==> config.mk <==
export PLATFORM = sky130hd
export DESIGN_NAME = rr_arbiter_ctrl_flat
export DESIGN_NICKNAME = d
export VERILOG_FILES = /design/src/rtl/rr_arbiter_ctrl_pkg.sv /design/src/rtl/rr_arbiter_ctrl_if.sv /design/src/rtl/rr_arbiter_ctrl_pick.sv /design/src/rtl/rr_arbiter_ctrl.sv /design/src/flat_wrapper.sv
export SDC_FILE = /design/constraint.sdc
export NUM_CORES = 1
export LEC_CHECK = 0
export CAP_MARGIN = 30
export CORE_UTILIZATION = 36
export CTS_BUF_LIST = sky130_fd_sc_hd__clkbuf_16
export DETAILED_ROUTE_END_ITERATION = 7
export PLACE_DENSITY_LB_ADDON = 0.25
export SYNTH_ARGS = -nofsm -noshare
export SYNTH_HDL_FRONTEND = slang
export SYNTH_SLANG_ARGS = --single-unit
export TNS_END_PERCENT = 1
==> constraint.sdc <==
create_clock -name clk -period 1.3 [get_ports clk]
set_input_delay 0.26 -clock clk [delete_from_list [all_inputs] [get_ports clk]]
set_output_delay 0.26 -clock clk [all_outputs]
set_load 0.01 [all_outputs]
==> src/rtl/rr_arbiter_ctrl_pkg.sv <==
// Shared definitions for the round-robin arbiter: state encoding and default sizing.
package rr_arbiter_ctrl_pkg;

  localparam int unsigned DEF_N        = 4;
  localparam int unsigned DEF_MAX_HOLD = 8;

  typedef enum logic [1:0] {
    ST_IDLE    = 2'd0,
    ST_GRANT   = 2'd1,
    ST_RELEASE = 2'd2,
    ST_RSVD    = 2'd3
  } state_t;

endpackage

==> src/rtl/rr_arbiter_ctrl_if.sv <==
// Request/grant bundle between the requesters (master) and the arbiter (slave).
interface rr_arbiter_ctrl_if
  import rr_arbiter_ctrl_pkg::*;
#(
  parameter int unsigned N = DEF_N
);
  localparam int unsigned IDW = $clog2(N);

  logic [N-1:0]   req;
  logic [N-1:0]   grant;
  logic [IDW-1:0] grant_id;
  logic           busy;
  logic           expire;

  modport master (output req, input grant, input grant_id, input busy, input expire);
  modport slave  (input req, output grant, output grant_id, output busy, output expire);

endinterface

==> src/rtl/rr_arbiter_ctrl_pick.sv <==
// Rotating-priority search: first set req bit starting at ptr, wrapping modulo N.
module rr_pick #(
  parameter int unsigned N = 4
) (
  input  logic [N-1:0]         req,
  input  logic [$clog2(N)-1:0] ptr,
  output logic                 valid,
  output logic [$clog2(N)-1:0] idx
);
  localparam int unsigned IDW = $clog2(N);

  // Walk the order backwards so the candidate closest to ptr is written last.
  always_comb begin
    valid = 1'b0;
    idx   = '0;
    for (int k = int'(N) - 1; k >= 0; k--) begin
      int unsigned    j;
      logic [IDW-1:0] jj;
      j = 32'(ptr) + 32'(k);
      if (j >= N) j = j - N;
      jj = IDW'(j);
      if (req[jj]) begin
        valid = 1'b1;
        idx   = jj;
      end
    end
  end

endmodule

==> src/rtl/rr_arbiter_ctrl.sv <==
// Round-robin arbiter for a single-owner resource with a bounded hold time and a dead cycle between owners.
module rr_arbiter_ctrl
  import rr_arbiter_ctrl_pkg::*;
#(
  parameter int unsigned N        = DEF_N,
  parameter int unsigned MAX_HOLD = DEF_MAX_HOLD
) (
  input  logic             clk,
  input  logic             rst,
  rr_arbiter_ctrl_if.slave bus
);
  localparam int unsigned IDW = $clog2(N);
  localparam int unsigned CW  = $clog2(MAX_HOLD + 1);

  state_t         state, state_nxt;
  logic [N-1:0]   grant_q, grant_nxt;
  logic [IDW-1:0] grant_id_q, grant_id_nxt;
  logic           busy_q, busy_nxt;
  logic           expire_q, expire_nxt;
  logic [IDW-1:0] ptr_q, ptr_nxt;
  logic [CW-1:0]  cnt_q, cnt_nxt;

  logic           pick_valid;
  logic [IDW-1:0] pick_idx;
  logic           owner_req;

  rr_pick #(.N(N)) u_pick (
    .req   (bus.req),
    .ptr   (ptr_q),
    .valid (pick_valid),
    .idx   (pick_idx)
  );

  // Only the owner's request matters while granted.
  assign owner_req = |(bus.req & grant_q);

  always_ff @(posedge clk or negedge rst) begin
    if (!rst) begin
      state      <= ST_IDLE;
      grant_q    <= '0;
      grant_id_q <= '0;
      busy_q     <= 1'b0;
      expire_q   <= 1'b0;
      ptr_q      <= '0;
      cnt_q      <= '0;
    end else begin
      state      <= state_nxt;
      grant_q    <= grant_nxt;
      grant_id_q <= grant_id_nxt;
      busy_q     <= busy_nxt;
      expire_q   <= expire_nxt;
      ptr_q      <= ptr_nxt;
      cnt_q      <= cnt_nxt;
    end
  end

  always_comb begin
    state_nxt    = state;
    grant_nxt    = grant_q;
    grant_id_nxt = grant_id_q;
    busy_nxt     = busy_q;
    expire_nxt   = 1'b0;
    ptr_nxt      = ptr_q;
    cnt_nxt      = cnt_q;

    unique case (state)
      ST_IDLE, ST_RELEASE: begin
        if (pick_valid) begin
          state_nxt    = ST_GRANT;
          grant_nxt    = N'(1) << pick_idx;
          grant_id_nxt = pick_idx;
          busy_nxt     = 1'b1;
          cnt_nxt      = CW'(1);
        end else begin
          state_nxt    = ST_IDLE;
          grant_nxt    = '0;
          grant_id_nxt = '0;
          busy_nxt     = 1'b0;
          cnt_nxt      = '0;
        end
      end

      ST_GRANT: begin
        if (!owner_req || cnt_q == CW'(MAX_HOLD)) begin
          // A dropped request takes precedence, so hitting the limit on that cycle is not a preemption.
          state_nxt    = ST_RELEASE;
          expire_nxt   = owner_req;
          ptr_nxt      = (grant_id_q == IDW'(N - 1)) ? '0 : grant_id_q + IDW'(1);
          grant_nxt    = '0;
          grant_id_nxt = '0;
          busy_nxt     = 1'b0;
          cnt_nxt      = '0;
        end else begin
          cnt_nxt = cnt_q + CW'(1);
        end
      end

      default: begin
        state_nxt    = ST_IDLE;
        grant_nxt    = '0;
        grant_id_nxt = '0;
        busy_nxt     = 1'b0;
        cnt_nxt      = '0;
      end
    endcase
  end

  assign bus.grant    = grant_q;
  assign bus.grant_id = grant_id_q;
  assign bus.busy     = busy_q;
  assign bus.expire   = expire_q;

endmodule
==> src/flat_wrapper.sv <==
// flat-port wrapper written by rule: the top's interface ports become plain ports
module rr_arbiter_ctrl_flat import rr_arbiter_ctrl_pkg::*;
#(
  parameter int unsigned N        = DEF_N,
  parameter int unsigned MAX_HOLD = DEF_MAX_HOLD
)
  (clk, rst, bus_req, bus_grant, bus_grant_id, bus_busy, bus_expire);
  rr_arbiter_ctrl_if #(.N(N)) bus_i ();
  input  logic clk;
  input  logic rst;
  input wire logic [$bits(bus_i.req)-1:0] bus_req;
  output wire logic [$bits(bus_i.grant)-1:0] bus_grant;
  output wire logic [$bits(bus_i.grant_id)-1:0] bus_grant_id;
  output wire logic [$bits(bus_i.busy)-1:0] bus_busy;
  output wire logic [$bits(bus_i.expire)-1:0] bus_expire;
  assign bus_i.req = bus_req;
  assign bus_grant = bus_i.grant;
  assign bus_grant_id = bus_i.grant_id;
  assign bus_busy = bus_i.busy;
  assign bus_expire = bus_i.expire;
  rr_arbiter_ctrl #(.N(N), .MAX_HOLD(MAX_HOLD)) u_core (.clk(clk), .rst(rst), .bus(bus_i));
endmodule
## After elaboration in Yosys (flattened, before gate mapping)

Index checks and enable logic that the tools add are counted.

| storage, ports and cells | value |
|---|---|
| flip-flop bits (word level) | 16 |
| bits of input ports | 6 |

| operators by class | value |
|---|---|
| order comparisons | 8 |
| eq/ne operators | 5 |
| mux-type cells | 38 |
| $add $sub $neg | 9 |
| shift-type cells | 1 |
| bitwise logic cells | 1 |
| reductions and logical operators | 6 |

Operators by type and width:

| kind | number |
|---|---|
| $mux W2 | 12 |
| $pmux W4 S2 | 2 |
| $mux W1 | 14 |
| $lt A2 B3 Y1 const B | 4 |
| $mux W4 | 3 |
| $ge A3 B3 Y1 const B | 3 |
| $bmux W1 S2 | 4 |
| $pmux W2 S2 | 2 |
| $sub A2 B1 Y2 const B | 4 |
| $add A2 B2 Y3 const B | 2 |
| $add A4 B1 Y4 const B | 1 |
| $and A4 B4 Y4 | 1 |
| $eq A2 B2 Y1 const B | 2 |
| $eq A4 B4 Y1 const B | 1 |
| $reduce_or A4 Y1 | 1 |
| $shl A1 B2 Y4 const A | 1 |
| $add A2 B1 Y3 const B | 1 |
| $ge A2 B3 Y1 const B | 1 |
| $add A2 B1 Y2 const B | 1 |
| $eq A2 B1 Y1 const B | 1 |
| $logic_not A2 Y1 | 1 |
| $ne A2 B1 Y1 const B | 1 |
| $pmux W1 S2 | 1 |
| $reduce_and A2 Y1 | 1 |
| 3 further kinds | 3 |

## Logic depth before layout (Yosys ltp)

Gate-level depths: netlist (run 1).

| depth | value |
|---|---|
| depth in word-level cells | 12 |
| gate-level depth with buffers | 6 |
| mapped depth without buffers | 5 |

## By module

Synthesis (run 1) repeated with hierarchy kept, for this count alone.

| second synthesis, totals | value |
|---|---|
| cells, all modules | 77 |
| area, all modules | 828.3 um^2 |

By module, submodules not included:

| module | instances | area an instance (um^2) | cells each |
|---|---|---|---|
| rr_arbiter_ctrl | 1 | 750.7 | 64 |
| rr_pick | 1 | 77.6 | 13 |

## Worst setup path before layout (run 1)

Ideal clock, no wire load.

| timing | value |
|---|---|
| kind | flip-flop to flip-flop |
| from | register u_core.grant_q[2], in the netlist u_core.bus.grant[2] |
| to | register u_core.ptr_q[0] |
| buffers on the path | 0 |
| library setup time | 0.125 ns |
| setup slack | -0.046 ns |
| data arrival time | 1.222 ns |
| stages on the path, launching flop included | 5 |
| path through | dfrtp_1 a22oi_1 nand2_1 a21oi_2 mux2_2 |

| on the way | value |
|---|---|
| longest elaborated chain between the ends | 5 |

Ends and longest elaborated chain:

| item | RTL line | source |
|---|---|---|
| start, declared | rr_arbiter_ctrl.sv:16 | `logic [N-1:0] grant_q, grant_nxt;` |
| start signal, assigned | rr_arbiter_ctrl.sv:48 | `grant_q <= grant_nxt;` |
| $and A4 B4 Y4 | rr_arbiter_ctrl.sv:35 | `assign owner_req = \|(bus.req & grant_q);` |
| $reduce_or A4 Y1 | rr_arbiter_ctrl.sv:35 |  |
| $logic_not A1 Y1 | rr_arbiter_ctrl.sv:84 | `if (!owner_req \|\| cnt_q == CW'(MAX_HOLD)) begin` |
| $logic_or A1 B1 Y1 | rr_arbiter_ctrl.sv:84 |  |
| $reduce_and A2 Y1 (no source line) | - |  |
| end signal, assigned | rr_arbiter_ctrl.sv:52 | `ptr_q <= ptr_nxt;` |
| end, declared | rr_arbiter_ctrl.sv:20 | `logic [IDW-1:0] ptr_q, ptr_nxt;` |

Every way passes these cells.
A chain may end at the register's enable or synchronous reset.

## Worst setup path in the final report (run 1)

| timing | value |
|---|---|
| from | register u_core.grant_q[3], in the netlist u_core.bus.grant[3] |
| to | register u_core.ptr_q[0] |

Same word-level chain as after synthesis.

==> results of run 1 <==
==> synthesized netlist by cell type <==
master,count
o32ai_1,1
o32a_2,1
ha_1,3
xor2_1,1
or2_2,1
dfrtp_1,15
nor2b_4,1
nand2b_1,3
nand3b_1,1
a21oi_2,1
inv_1,3
a32o_1,4
a21oi_1,3
nor2_1,4
buf_2,1
xnor2_1,1
nor2b_1,2
and2_1,3
nand2_1,1
a211oi_2,1
a211o_1,1
a22oi_1,2
a22o_1,2
nand3_1,1
a21o_1,3
mux2_2,2
==> per-stage QoR <==
step	power (mW)	setup TNS (ps)	instance area [µm²]
2_1_floorplan	1.26	-97.4	741
3_3_place_gp	1.76	-5180	1010
3_5_place_dp	1.77	-5400	1010
4_1_cts	2.34	-1080	1090
5_1_grt	2.56	-1340	1110
6_report	2.41	-676	1110
==> area by class of cell <==
cell class,count,area share
inverters,3,0.0101
clock inverters,1,0.00450
clock buffers,3,0.0676
flip-flops and latches,15,0.338
well taps,25,0.0282
repair buffers,30,0.217
multi-input cells,43,0.334
==> cells in the final DEF, fill, tap and decap left out, types with 3 or more instances in the layout <==
cell / Yosys / routed
buf_4: 0 / 16
dfrtp_1: 15 / 15
dlygate4sd2_1: 0 / 8
nor2_1: 4 / 4
a32o_1: 4 / 4
nand2b_1: 3 / 3
a21o_1: 3 / 3
and2_1: 3 / 3
a21oi_1: 3 / 3
clkbuf_16: 0 / 3
==> logic make-up (layout without fill, tap and decap cells) <==
family,count (synthesis),count (layout),synth area share
flops,15,15,0.514
buf+inv,4,37,0.0223
fa+ha+maj,3,3,0.0514
mux,2,2,0.0308
simple gates,17,17,0.139
xor+xnor,2,2,0.0240
compound gates,19,19,0.219
==> repair_timing <==
action,CTS,global route
gates cloned,0,0
resized for setup,16,10
pin swaps,8,4
setup endpoints to repair,21,17
setup buffers,1,1
hold buffers,0,0
==> power breakdown <==
part / internal [mW] / total, mW / switching, mW
clock: 0.409 / 0.581 / 0.172
sequential: 0.627 / 0.759 / 0.132
combinational: 0.601 / 1.07 / 0.469
total: 1.64 / 2.41 / 0.772
==> critical path: stages, from the launching register on <==
cell and delay (ps):
dfrtp_1 390, buf_6 120, a22oi_2 150, nand2_1 100, a21oi_2 230, mux2_4 320
==> worst min-delay path by stage <==
stage,from,depth (start not counted),end,slack [ps]
finish,rst,2,u_core.cnt_q[1],330
global route,rst,2,u_core.cnt_q[2],360
CTS,rst,2,u_core.cnt_q[2],340
detailed placement,u_core.bus.grant_id[1],1,u_core.bus.grant_id[1],520
global placement,u_core.state[1],2,u_core.state[1],530
floorplan,rst,0,u_core.bus.busy,-40
==> layer usage <==
| layer | wire [µm] | track usage | vias to the layer above |
|---|---|---|---|
| met1 | 730 | 0.186 | 288 |
| li1 | - | - | 296 |
| met3 | 73 | 0.0615 | 6 |
| met2 | 787 | 0.267 | 16 |
| met5 | 0 | 0 | - |
| met4 | 44 | 0.0971 | 0 |
==> registers in the layout, indices dropped and copies added (netlist names) <==
register,cells
u_core.bus.grant_id,2
u_core.bus.busy,1
u_core.ptr_q,2
u_core.bus.expire,1
u_core.cnt_q,4
u_core.bus.grant,4
u_core.state,1
==> summary.txt, run 1 <==
Status
  – Status: finished, violations left
  – Failing checks: setup timing

Routing
  – Vias per inst: 5.05
  – DRC viols: 0
  – DR vias: 606
  – First drt pass iteration count: 4
  – Iter 0 DRT Violations: 8
  – WL per Instance: 13.6 µm
  – Total wire length: 1640 µm
  – Final antenna-violating net count: 0

Logic synthesis
  – Cells after synthesis: 62
  – YS warnings: 0
  – Synth Register Bits: 15
  – Post-synthesis cell type count: 26
  – Mapped Area: 731 µm²
  – Synth Area per Inst: 11.8 µm²
  – Synth top area share: 0.514
  – Cell taking the most area after synthesis: dfrtp_1
  – Synth top area cells: dfrtp_1 51%, a32o_1 5.5%, ha_1 5.1%, a21o_1 3.1%, mux2_2 3.1%
  – Sequential area share after synthesis: 0.514
  – Syn_nets: 71

Setup path
  – Critical Path End: u_core.ptr_q[0]
  – Worst-case reg-to-reg path depth: 5
  – Reg2reg end: u_core.ptr_q[0]
  – Crit path DAT: 1540 ps
  – CP Max Fanout: 3
  – Reg-to-reg slack, setup: -120 ps
  – Worst setup SP type: flop
  – Crit path from: u_core.bus.grant[3]
  – Kind of critical path: flop to flop
  – WP data required: 1420 ps
  – CP Capture Type: flop
  – RR Startpoint: u_core.bus.grant[3]

STA
  – RSZ-0062 raised after global routing: true
  – Max Clock Skew: 2.82 ps
  – Hold WS: 334 ps
  – Worst setup margin: -122 ps
  – Rel. slew slack: 0.753
  – Fmax: 703 MHz
  – Endpoints failing setup: 11
  – Final hold viol count: 0
  – Post-layout min period: 1420 ps
  – Fin crit share: 1.09
  – Worst-Margin Slew: 369 ps
  – Pins Over Slew Limit: 0

Place
  – Port-buffer cells: 13
  – Final HPWL DP: 1170 µm
  – Post-Place Cells: 114
  – Dpl ws: -497 ps
  – RePlAce Congestion: 0.818

Clocking
  – CTS buffer count: 3
  – CTS tree: yes
  – Clk Latency, worst-skew pair: 240 ps
  – H-tree levels: 1
  – Clock tree sinks: 15
  – Clk slew on worst S/H paths: 50 ps
  – Clock buffer depth: 2
  – Clk root buf: clkbuf_16

Cells and area
  – Layout Area Growth over Synthesis: 52.1%
  – Fill cells: 162
  – Total Nets Final: 105
  – Sequential cell area: 375 µm²
  – Fraction of layout cells with a size suffix above 1: 0.368
  – Finished Core Util: 0.610
  – Multi-input logic area: 372 µm²
  – Post-route insts no fill: 120
  – Diodes inserted: 0

Floorplan
  – Rows: 15
  – Ports: 14
  – Die width: 47.1 µm
  – Die Ht: 47.1 µm
  – Initial Utilization: 0.401
  – Die ar.: 2210 µm²
  – Area of the core: 1820 µm²

Pwr
  – Power per cell area: 2170 nW/µm²
  – Maximum VDD drop: 0.00117 V
  – Leak: 0.557 nW

Global route
  – First-pass GRT wire length: 2340 µm
  – Congestion Overflow GR: 0
  – Pin count of the biggest net entering global routing: 16
  – Gr usage total: 0.165
  – Initial antenna violation count: 0
  – Number of global-route vias before repair: 533

Run
  – Max-Cap Viols: 0

Min path
  – Type of the worst min-delay path: input pin to async pin
Note: power is estimated with default switching activity, not from simulation.
==> run 2: changes to the inputs <==
--- a/config.mk
+++ b/config.mk
@@ -6,7 +6,7 @@
 export NUM_CORES = 1
 export LEC_CHECK = 0
 export CAP_MARGIN = 30
-export CORE_UTILIZATION = 36
+export CORE_UTILIZATION = 32
 export CTS_BUF_LIST = sky130_fd_sc_hd__clkbuf_16
 export DETAILED_ROUTE_END_ITERATION = 7
 export PLACE_DENSITY_LB_ADDON = 0.25
==> run 2 against run 1 <==
Compared with the run above: highest routed layer unchanged; first-iteration DRC count decreased by 38%; the run still ends with setup timing left; non-clock buffer count increased by 7; via count increased by 5.0%.
==> summary.txt, run 2 (synthesized netlist as in run 1, its figures left out) <==
Place
  – RePlAce Congestion: 0.748 (-8.6%)
  – Final HPWL DP: 1180 µm (+1.1%)
  – Post-Place Cells: 121 (+6.1%)
  – Port-buffer cells: 13 (unchanged)
  – Dpl ws: -585 ps (-88.1 ps)

Status
  – Status: finished, violations left
  – Failing checks: setup timing

Cells and area
  – Most common cell after layout, fill and taps aside: buf_4
  – Fill cells: 169 (+4.3%)
  – Layout Area Growth over Synthesis: 63.5%
  – Commonest non-fill, non-tap cells in the layout: 22 x buf_4, 15 x dfrtp_1, 7 x dlygate4sd2_1
  – Fraction of layout cells with a size suffix above 1: 0.402 (+0.0335)
  – Post-route insts no fill: 129 (+7.5%)
  – Total Nets Final: 112 (+6.7%)
  – Diodes inserted: 0 (unchanged)

Routing
  – Final antenna-violating net count: 0 (unchanged)
  – Vias per inst: 4.93 (-2.4%)
  – Iter 0 DRT Violations: 5 (-3)
  – Total wire length: 1720 µm (+5.0%)
  – WL per Instance: 13.3 µm (-2.3%)
  – DR vias: 636 (+5.0%)
  – First drt pass iteration count: 2 (-2)
  – DRC viols: 0 (unchanged)

Global route
  – Congestion Overflow GR: 0 (unchanged)
  – First-pass GRT wire length: 3000 µm (+28%)
  – Initial antenna violation count: 0 (unchanged)
  – Pin count of the biggest net entering global routing: 16 (unchanged)
  – Gr usage total: 0.169 (+0.00372)
  – Number of global-route vias before repair: 666 (+25%)

Min path
  – Type of the worst min-delay path: input pin to async pin

STA
  – Endpoints failing setup: 12 (+1)
  – Fin crit share: 1.11 (+0.0132)
  – Worst setup margin: -139 ps (-17.2 ps)
  – Pins Over Slew Limit: 0 (unchanged)
  – Hold WS: 329 ps (-4.90 ps)
  – Max Clock Skew: 0.861 ps (-1.96 ps)
  – Final hold viol count: 0 (unchanged)
  – Worst-Margin Slew: 398 ps (+29.2 ps)
  – Fmax: 695 MHz (-1.2%)
  – Post-layout min period: 1440 ps (+17.2 ps)
  – Rel. slew slack: 0.733 (-0.0199)
  – RSZ-0062 raised after global routing: true

Floorplan
  – Area of the core: 2060 µm² (+13%)
  – Initial Utilization: 0.354 (-0.0470)
  – Die width: 49.8 µm (+5.8%)
  – Rows: 16 (+1)
  – Die ar.: 2480 µm² (+12%)
  – Ports: 14 (unchanged)
  – Die Ht: 49.8 µm (+5.8%)

Pwr
  – Clk network pwr share: 0.234 (-0.007)
  – Cell-internal power: 1.72 mW (+5.1%)
  – Sequential Power Share: 0.293 (-0.022)
  – Net switching power: 807 µW (+4.5%)
  – Power per cell area: 2110 nW/µm² (-2.5%)
  – Combinational Power Share: 0.473 (+0.029)
  – Switching share of total power: 0.319 (-0.00132)
  – Leak: 0.603 nW (+8.2%)
  – Maximum VDD drop: 0.00108 V (-7.9%)

Clocking
  – Clock tree sinks: 15 (unchanged)
  – Clk Latency, worst-skew pair: 240 ps (about the same)
  – Clk root buf: clkbuf_16
  – Clk slew on worst S/H paths: 50 ps (about the same)
  – Clock buffer depth: 2 (unchanged)
  – H-tree levels: 1 (unchanged)
  – CTS Hold Bufs: 0 (unchanged)
  – CTS tree: yes
  – CTS buffer count: 3 (unchanged)

Setup path
  – WP data required: 1430 ps (about the same)
  – Crit path DAT: 1570 ps (+30 ps)
  – Worst setup SP type: flop
  – CP Capture Type: flop
  – CP Max Fanout: 3 (unchanged)
  – Kind of critical path: flop to flop

Run
  – Max-Cap Viols: 0 (unchanged)
## run 2: changes by cell type in the layout (fill, tap and decap cells not counted), sizes merged
cell	delta
clkdlybuf4s15	+3
clkinv	-1
clkbuf	-2
buf	+7
dlygate4sd2	-1
inv	+1
## run 2: power by group through the flow
stage | clock network [mW] | logic, mW | registers [mW]
finish | 0.592 | 1.20 | 0.740
global route | 0.630 | 1.31 | 0.759
CTS | 0.605 | 1.18 | 0.736
detailed placement | 0 | 1.07 | 0.745
global placement | 0 | 1.06 | 0.744
floorplan | 0 | 0.458 | 0.799
## run 2: final cells by class
| class | instances | area (µm²) | area share |
|---|---|---|---|
| Multi-Input combinational cell | 43 | 387 | 0.324 |
| Sequential cell | 15 | 375 | 0.314 |
| Timing Repair Buffer | 37 | 309 | 0.259 |
| Clock buffer | 3 | 75.1 | 0.0628 |
| Tap cell | 27 | 33.8 | 0.0283 |
| Inverter | 3 | 11.3 | 0.00942 |
| Clock inverter | 1 | 3.75 | 0.00314 |
## run 2: final timing paths
path | from | endpoint | slack [ps] | depth (start not counted)
max in group asynchronous | rst | u_core.bus.grant[1] | 800 | 2
max reg2reg | u_core.cnt_q[0] | u_core.ptr_q[1] | -140 | 6
min in group clk | u_core.bus.grant_id[1] | u_core.bus.grant_id[1] | 550 | 1
min | rst | u_core.cnt_q[2] | 330 | 2
min reg2reg | u_core.bus.grant_id[1] | u_core.bus.grant_id[1] | 550 | 1
max | u_core.cnt_q[0] | u_core.ptr_q[1] | -140 | 6
## run 2: metal layers
layer,wire length (µm),global-route usage,part of all wire,vias to the layer above
li1,-,-,-,311
met3,62,0.0340,0.036,5
met5,0,0,0,-
met2,761,0.255,0.44,13
met4,59,0.119,0.034,0
met1,834,0.213,0.49,307
## run 2: timing repair
item	4_1_cts	5_1_grt
gates resized for setup	25	3
setup endpoints to repair	21	15
gates cloned	0	0
setup buffers	3	1
pin swaps	4	2
## run 2: critical path, cell delays in order (launching register included)
cell,delay [ps]
dfrtp_1,380
inv_2,80
ha_4,120
nand3b_1,110
buf_6,140
a21oi_4,170
mux2_4,320
## run 2: per-stage QoR
| step | power (mW) | instance area, µm² | setup TNS (ps) | util |
|---|---|---|---|---|
| after floorplan | 1.26 | 741 | -97.4 | - |
| after global placement | 1.81 | 1050 | -6970 | 0.509 |
| after detailed placement | 1.82 | 1050 | -7010 | 0.509 |
| after CTS | 2.52 | 1180 | -873 | 0.575 |
| after global routing | 2.70 | 1190 | -1730 | 0.579 |
| final | 2.53 | 1190 | -639 | 0.579 |
==> run 3: changes to the inputs <==
--- a/config.mk
+++ b/config.mk
@@ -10,6 +10,7 @@
 export CTS_BUF_LIST = sky130_fd_sc_hd__clkbuf_16
 export DETAILED_ROUTE_END_ITERATION = 7
 export PLACE_DENSITY_LB_ADDON = 0.25
+export SLEW_MARGIN = 20
 export SYNTH_ARGS = -nofsm -noshare
 export SYNTH_HDL_FRONTEND = slang
 export SYNTH_SLANG_ARGS = --single-unit
==> results of run 3 <==
No change in the layout: final DEF, timing and power equal those of run 2.
==> edit (settings of run 3) <==
Change the package constant `DEF_N` from 4 to 8.
--- a/src/rtl/rr_arbiter_ctrl_pkg.sv
+++ b/src/rtl/rr_arbiter_ctrl_pkg.sv
@@ -3,3 +3,3 @@
 
-  localparam int unsigned DEF_N        = 4;
+  localparam int unsigned DEF_N        = 8;
   localparam int unsigned DEF_MAX_HOLD = 8;
Interface: changed (resized bus_grant, bus_grant_id and bus_req); port bits go from 14 to 23. No check against the original RTL was run, so the function may have changed too.
==> edit against run 3 <==
  * The run still ends with negative setup slack left
  * Count of clock-buffer cells in the layout is the same
  * Synthesized area grew to 2.7 times the old value
  * Die area grew to 2.6 times the old value
  * Sequential power grew 41%
  * Setup slack lost 1300 ps
  * Wire length grew to 3.6 times the old value
  * Via count grew to 3.3 times the old value
  * Sequential share of layout area shrank 15 points
  * Cell count grew to 3.0 times the old value
  * Sequential cell count grew 6
  * Design area grew to 2.7 times the old value
  * Total power grew to 3.8 times the old value
  * Hold slack gained 16 ps
  * Largest power group unchanged
  * Highest routed layer unchanged
==> edit: results (changes against run 3) <==
Detailed routing
  • DR pass1 iterations: 4 (+2)
  • Initial DRC count: 138 (+133)
  • Vias per inst: 5.496 (+11%)
  • Final WL: 6.198 mm (+260%)

Placement
  • Port Buf Inserts: 22 (+9)
  • Cells after DPL: 368 (+200%)
  • DP Area: 2793 um2 (+170%)
  • Placer Congestion: 0.9409 (+26%)
  • Final HPWL DP: 4.444 mm (+280%)

STA
  • Clock skew: 5.671 ps (+4.810 ps)
  • Setup TNS: -18210 ps (-17570 ps)
  • Final setup viols: 17 (+5)
  • Setup ws final: -1473 ps (-1334 ps)
  • Slew margin rel.: 75.58% (+2.2 points)

Global routing
  • Vias in the first global route: 1952 (+190%)
  • Largest net degree at the start of global routing: 22 (+6)
  • First-pass GRT wire length: 9.666 mm (+220%)
  • GRT Util Overall: 19.30% (+2.5 points)

Finish
  • Ratio of cells with drive above 1 in the final layout: 44.52% (+4.3 points)
  • NumNets Final: 327 (+190%)
  • FILL cells: 512 (+200%)
  • Max reg flops: 8
  • Finished Layout Cells: 385 (+200%)

Status
  • Failing checks: negative setup slack
  • Status: complete, but fails checks

Logic synthesis
  • Top cells by instance count after synthesis: nand2_1 (30), dfrtp_1 (21), mux2i_1 (19)
  • Synth Instances: 212 (+240%)
  • Synth Net Count: 228 (+220%)
  • Synth unique cells: 55 (+110%)
  • Sequential element share of the synthesized area: 26.30% (-25 points)
  • Synth top area cells: dfrtp_1 (26%), mux2i_1 (9.5%), mux4_2 (9.0%)

Setup path
  • Crit-path max FO: 12 (+9)
  • CP delay by family, top: buffers and inverters
  • Arr. time, crit path: 2930 ps (+1360 ps)
  • Critical path's slowest cell: mux4_2
  • CP max stage delay: 610 ps (+230 ps)

Power and ir drop
  • Clock share of power: 6.7% (-17 points)
  • Leakage: 1.697 nW (+180%)
  • Cell internal pwr: 5.288 mW (+210%)
  • Max rail drop VDD: 1222 uV (+14%)

Clocking
  • Worst skew pair latency: 260 ps (+20 ps)

Min path
  • HP Class: in -> async
edit: worst register-to-register path, stage by stage (launching register included):
cell,delay [ps]
dfrtp_1,360
buf_4,140
buf_12,140
mux4_2,610
buf_4,190
nand3b_4,70
a2111oi_4,70
a41oi_2,190
a221oi_2,90
buf_4,170
or3_4,400
o31ai_2,240
edit: path summary, 6_finish.rpt:
| kind | startpoint | cells after the start | endpoint | slack [ps] |
|---|---|---|---|---|
| max in group asynchronous | rst | 2 | u_core.bus.grant[2] | 740 |
| worst min register to register | u_core.bus.grant_id[2] | 2 | u_core.bus.grant_id[2] | 520 |
| worst max-delay path | u_core.ptr_q[0] | 11 | u_core.bus.grant[2] | -1470 |
| worst max register to register | u_core.ptr_q[0] | 11 | u_core.bus.grant[2] | -1470 |
| min in group clk | u_core.bus.grant_id[2] | 2 | u_core.bus.grant_id[2] | 520 |
| worst min-delay path | rst | 2 | u_core.bus.grant_id[2] | 340 |
edit: repair_timing:
| item | CTS | global route |
|---|---|---|
| buffers inserted | 10 | 2 |
| endpoints found under the setup margin | 34 | 34 |
| pin swaps | 9 | 12 |
| resized for setup | 19 | 51 |
| cloned | 0 | 1 |
edit: kinds of logic (layout without fill, tap and decap cells):
family	after synthesis	after routing	share of synthesized area [%]
multiplexers	32	32	23.61
adder cells (fa/ha/maj)	6	6	3.757
AO/OA/AOI/OAI	57	58	21.48
XOR/XNOR	4	4	2.129
buffers and inverters	21	118	5.072
flip-flops	21	21	26.30
AND/OR/NAND/NOR	71	71	17.66
edit: metrics by stage:
step                      setup slack (ps)  utilization [%]  hold slack (ps)
final                                -1473            54.47            345.0
after global routing                 -1558            54.47            397.5
after CTS                            -1445            51.13            357.3
after detailed placement             -1577            46.89            511.6
after global placement               -1580            46.89            517.4
after floorplan                      -1496                -           -35.59
edit: layer usage:
layer  GRT usage, %  vias to the layer above  part of all wire, %
met5              0                        -                    0
met4          4.286                        0                  1.4
met3          2.472                       10                  3.9
met2          31.01                       45                   48
met1          27.48                     1053                   47
li1               -                     1008                    -
edit: cell type report:
class	instances	area, um2	area share (%)
inverters	9	36.28	1.118
multi-input cells	171	1592	49.06
well taps	75	93.84	2.892
clock inverters	1	3.754	0.1157
flip-flops and latches	21	525.5	16.20
clock buffers	3	75.07	2.314
repair buffers	105	918.4	28.31
edit: power by group through the flow:
stage | Clock [mW] | Sequential [mW] | Combinational (mW)
after floorplan | 0 | 1.06 | 3.90
after global placement | 0 | 1.05 | 6.13
after detailed placement | 0 | 1.04 | 6.16
after CTS | 0.654 | 1.03 | 7.04
after global routing | 0.691 | 1.06 | 8.47
final | 0.639 | 1.04 | 7.88
